$ cat src/rtl/alu_issue_stage.sv
// rtl/alu_issue_stage.sv - ID->EX operand select and registered ALU request with 2-entry skid
// Optional operand forwarding at accept time is enabled by defining ALU_ISSUE_FWD_EN.
module alu_issue_stage #(
  parameter int          XLEN      = 32,
  parameter logic [31:0] RESET_PC4 = 32'h0
) (
  input  logic            clk,
  input  logic            rst,
  input  logic            flush,
  input  logic            s_valid,
  output logic            s_ready,
  input  logic [XLEN-1:0] s_rs1,
  input  logic [XLEN-1:0] s_rs2,
  input  logic [XLEN-1:0] s_pc,
  input  logic [XLEN-1:0] s_imm,
  input  logic            s_a_sel,
  input  logic            s_b_sel,
  input  logic [3:0]      s_op,
  input  logic [1:0]      s_wb_sel,
  input  logic [4:0]      s_rd,
  input  logic            s_we,
`ifdef ALU_ISSUE_FWD_EN
  input  logic [4:0]      s_rs1_addr,
  input  logic [4:0]      s_rs2_addr,
  input  logic            fwd_valid,
  input  logic [4:0]      fwd_rd,
  input  logic [XLEN-1:0] fwd_data,
`endif
  output logic            m_valid,
  input  logic            m_ready,
  output logic [67:0]     m_req,
  output logic [1:0]      m_wb_sel,
  output logic [4:0]      m_rd,
  output logic            m_we,
  output logic [XLEN-1:0] m_pc4
);

  typedef struct packed {
    logic [31:0] a;
    logic [31:0] b;
    logic [3:0]  op;
    logic [1:0]  wb_sel;
    logic [4:0]  rd;
    logic        we;
    logic [31:0] pc4;
  } entry_t;

  // Encoding doubles as {skid_valid, m_valid}
  typedef enum logic [1:0] {
    EMPTY = 2'b00,
    ONE   = 2'b01,
    FULL  = 2'b11
  } state_e;

  state_e state, state_nxt;
  entry_t in_entry, main_q, skid_q;
  logic   [31:0] rs1_eff, rs2_eff;
  logic   accept, load_main, load_skid, main_from_skid;

`ifdef ALU_ISSUE_FWD_EN
  assign rs1_eff = (fwd_valid && fwd_rd != 5'd0 && fwd_rd == s_rs1_addr) ? fwd_data : s_rs1;
  assign rs2_eff = (fwd_valid && fwd_rd != 5'd0 && fwd_rd == s_rs2_addr) ? fwd_data : s_rs2;
`else
  assign rs1_eff = s_rs1;
  assign rs2_eff = s_rs2;
`endif

  always_comb begin
    in_entry.a      = s_a_sel ? s_pc : rs1_eff;
    in_entry.b      = s_b_sel ? s_imm : rs2_eff;
    in_entry.op     = s_op;
    in_entry.wb_sel = s_wb_sel;
    in_entry.rd     = s_rd;
    in_entry.we     = s_we;
    in_entry.pc4    = s_pc + 32'd4;
  end

  assign accept = s_valid & s_ready;

  always_ff @(posedge clk) begin
    if (rst) begin
      state <= EMPTY;
    end else begin
      state <= state_nxt;
    end
  end

  always_comb begin
    state_nxt      = state;
    load_main      = 1'b0;
    load_skid      = 1'b0;
    main_from_skid = 1'b0;
    case (state)
      EMPTY: begin
        if (accept) begin
          state_nxt = ONE;
          load_main = 1'b1;
        end
      end
      ONE: begin
        if (accept && m_ready) begin
          load_main = 1'b1;
        end else if (accept) begin
          state_nxt = FULL;
          load_skid = 1'b1;
        end else if (m_ready) begin
          state_nxt = EMPTY;
        end
      end
      FULL: begin
        if (m_ready) begin
          state_nxt      = ONE;
          main_from_skid = 1'b1;
        end
      end
      default: state_nxt = EMPTY;
    endcase
    // Payload may still load during a flush; the cleared valids make it stale.
    if (flush) begin
      state_nxt = EMPTY;
    end
  end

  always_comb begin
    m_valid = state[0];
    s_ready = (state != FULL);
  end

  always_ff @(posedge clk) begin
    if (rst) begin
      main_q <= '{a: 32'h0, b: 32'h0, op: 4'h0, wb_sel: 2'b00, rd: 5'd0, we: 1'b0, pc4: RESET_PC4};
    end else if (load_main) begin
      main_q <= in_entry;
    end else if (main_from_skid) begin
      main_q <= skid_q;
    end
  end

  always_ff @(posedge clk) begin
    if (load_skid) begin
      skid_q <= in_entry;
    end
  end

  assign m_req    = {main_q.a, main_q.b, main_q.op};
  assign m_wb_sel = main_q.wb_sel;
  assign m_rd     = main_q.rd;
  assign m_we     = main_q.we;
  assign m_pc4    = main_q.pc4;

endmodule

$ cat config.mk
export PLATFORM = sky130hd
export DESIGN_NAME = alu_issue_stage
export DESIGN_NICKNAME = d
export VERILOG_FILES = /design/src/rtl/alu_issue_stage.sv
export SDC_FILE = /design/constraint.sdc
export NUM_CORES = 1
export LEC_CHECK = 0
export BUFFER_PORTS_ARGS = -buffer_cell sky130_fd_sc_hd__buf_4
export CORE_ASPECT_RATIO = 1.75
export CORE_UTILIZATION = 40
export DETAILED_ROUTE_END_ITERATION = 10
export PLACE_DENSITY = 0.74
export SYNTH_ARGS = -nofsm -noshare
export SYNTH_HDL_FRONTEND = slang
export SYNTH_SLANG_ARGS = --single-unit
$ cat constraint.sdc
create_clock -name clk -period 9.6 [get_ports clk]
set_input_delay 0.48 -clock clk [delete_from_list [all_inputs] [get_ports clk]]
set_output_delay 0.48 -clock clk [all_outputs]
set_load 0.05 [all_outputs]
==> flow_metrics.tcl <==
set metrics [dict create \
    fin_crit_sh 0.3614 \
    ys_seq_area_frac 0.5810 \
    synth_largest_area_cell "edfxtp_1" \
    grt_overflow_total 0 \
    track_usage 0.2174 \
    crit_type "reg -> reg" \
    p_sw_mw 0.6591 \
    multi_input_area_um2 3628 \
    synth_fa_ha_area_frac 0.008011 \
    dieArea_um2 24070 \
    cp_max_fo 94 \
    syn_area_per_cell_um2 10.48 \
    synth_edf_count 108 \
    switching_share 0.2844 \
    route.detailed.drc 0 \
    cts_tree "built" \
    ys_seq_elements 218 \
    period_needed_ps 3469 \
    setup_ws_ps 6131 \
    ant_nets 0 \
    grt_pass1_wl_um 41340 \
    hp-class "in -> reg" \
    netlist_top_cells_area "edfxtp_1 (35%), dfxtp_1 (23%), mux2_2 (7.7%), nor2_1 (6.7%), nand2_1 (6.2%)" \
    grt_setup_unrepaired "no" \
    nNetsFinal 1268 \
    die_w_um 117.7 \
    seqPwrFrac 0.454 \
    setup_viol 0 \
    final_cell_mix "buf_4 (263), nor2_1 (166), nand2_1 (153), dfxtp_1 (110), edfxtp_1 (108)" \
    dp_cells 1392 \
    area_growth_pct 29.49 \
    fmax_mhz 288.3 \
    hpwl_um 17790 \
    h-tree-depth 1 \
    core-area_um2 22830 \
    grt_antenna_before_repair 0 \
    synth-xor-area-share 0.02617 \
    slew_headroom 0.3013 \
    synth_top_family_by_area "simple AND/OR/NAND/NOR gates" \
    p_leak_nw 4.764 \
    yosys-mux-area-fraction 0.07904 \
    seq_area_um2 5445 \
    cts_buffer_depth 3 \
    finalHoldViolCount 0 \
    grt_pass1_vias 7522 \
    drive_gt1_frac 0.3301 \
    rows 73 \
    via_count 7550 \
    num-fill-cells 2081 \
    drv_slew 0 \
    first_pass_iters 4 \
    status "finished clean" \
    synthArstFlopShare 0 \
    clk_latency_ps 500 \
    synth-compound-area-share 0.08184 \
    drv_cap 0 \
    io_buffers 256 \
    synth-simple-area-share 0.1897 \
    p_int_mw 1.659 \
    path_clk_slew_ps 60 \
    cts-root-buf "clkbuf_16" \
    ys.flop_type "dfxtp_1" \
    synth.top_cell.area_share 0.3461 \
    n_antenna_cell 0 \
    syn-cell-area_um2 9371 \
    wl_um 26650 \
    fin_setup_tns_ps 0 \
    yosysWarnings 0 \
    rrSetupSlack_ps 6130 \
    cts_resized 0 \
    synth_fp_nets 1047 \
    cts_setup_buffers 0 \
    initial_utilization 0.4104 \
    grt_max_degree 95 \
    die_h_um 204.5 \
    vias_per_cell 5.280 \
    cts.sinks 218 \
    peakVddDrop_uv 125.9 \
    finalClockSkew_ps 7.106 \
    syn_inst 894 \
    gp_congestion 0.8525 \
    start_kind "flop" \
    synth_cell_type_count 37 \
    place_ws_ps 6159 \
    power_density_nw_per_um2 191.0 \
    instances_no_fill 1430 \
    required_ps 9940 \
    cp.arrival_ps 3810 \
    io_pins 257 \
    numCtsBuffers 21 \
    routedWlPerCell_um 18.64 \
    worst_pin_slew_ps 1048 \
    cp-end-kind "flop" \
    clkPwrFrac 0.361 \
    cts_hold_buf 0 \
    p_comb_frac 0.185 \
    drt_iter0_drc 445 \
    mostFrequentLayoutCell "buf_4" \
]
[power groups by stage]
stage / registers [mW] / clock network [mW] / logic, mW
detailed placement: 1.07 / 0 / 0.429
global route: 1.06 / 0.890 / 0.453
floorplan: 1.21 / 0 / 0.131
global placement: 1.07 / 0 / 0.423
CTS: 1.05 / 0.858 / 0.430
finish: 1.05 / 0.837 / 0.428
[final timing paths]
kind | depth (start not counted) | end | startpoint
setup / recovery | 8 | m_req[33] | state[0]
hold reg to reg | 2 | m_pc4[5] | m_pc4[5]
setup reg to reg | 8 | m_req[33] | state[0]
hold / removal | 2 | state[0] | flush
[metal layers]
layer | share of wire | GRT usage | up-vias
met2 | 0.52 | 0.3899 | 255
li1 | - | - | 3632
met3 | 0.053 | 0.03432 | 56
met5 | 0 | 0 | -
met1 | 0.39 | 0.2522 | 3607
met4 | 0.042 | 0.1003 | 0
[synth_stat cells, drive strengths merged (2+ instances only)]
cell	n
nor2	167
nand2	154
dfxtp	110
edfxtp	108
mux2	64
a311oi	53
clkbuf	45
nor4	39
xnor2	20
buf	19
a31oi	16
nand4	16
o21a	16
nand3	11
nor3	9
xor2	8
and3	6
ha	6
inv	6
a21oi	5
a22oi	3
mux2i	2
nand2b	2
or2	2
[critical path: stages, from the launching register on]
cell	delay [ps]
dfxtp_1	430
ha_1	320
nand2b_1	200
or2_4	710
buf_4	890
nand2_1	150
buf_4	310
nor2_1	140
nor4_1	60
[through the flow]
step / util / power [mW] / instance area [um2] / hold WS, ps
finish: 0.5315 / 2.318 / 12140 / 145.4
global route: 0.5315 / 2.402 / 12140 / 135.4
CTS: 0.5315 / 2.341 / 12140 / 128.8
detailed placement: 0.5013 / 1.502 / 11450 / 457.9
global placement: 0.5013 / 1.495 / 11450 / 446.3
floorplan: - / 1.342 / 9371 / 494.5
[logic make-up after synthesis]
family          after synthesis
mux                          66
fa+ha+maj                     6
flops                       218
simple gates                408
xor+xnor                     28
buf+inv                      71
compound gates               97
[registers in the layout, indices dropped and copies added, names as in the netlist]
| register | flops |
|---|---|
| m_req | 68 |
| m_wb_sel | 2 |
| state | 2 |
| skid_q | 108 |
| m_rd | 5 |
| m_we | 1 |
| m_pc4 | 32 |
[final cells by class]
cell class / count / share of cell area
flip-flops and latches: 218 / 0.4487
repair buffers: 263 / 0.1627
clock buffers: 27 / 0.04763
multi-input cells: 605 / 0.2990
inverters: 6 / 0.001856
clock inverters: 11 / 0.009176
well taps: 300 / 0.03093
Note: power is estimated with default switching activity, not from simulation.
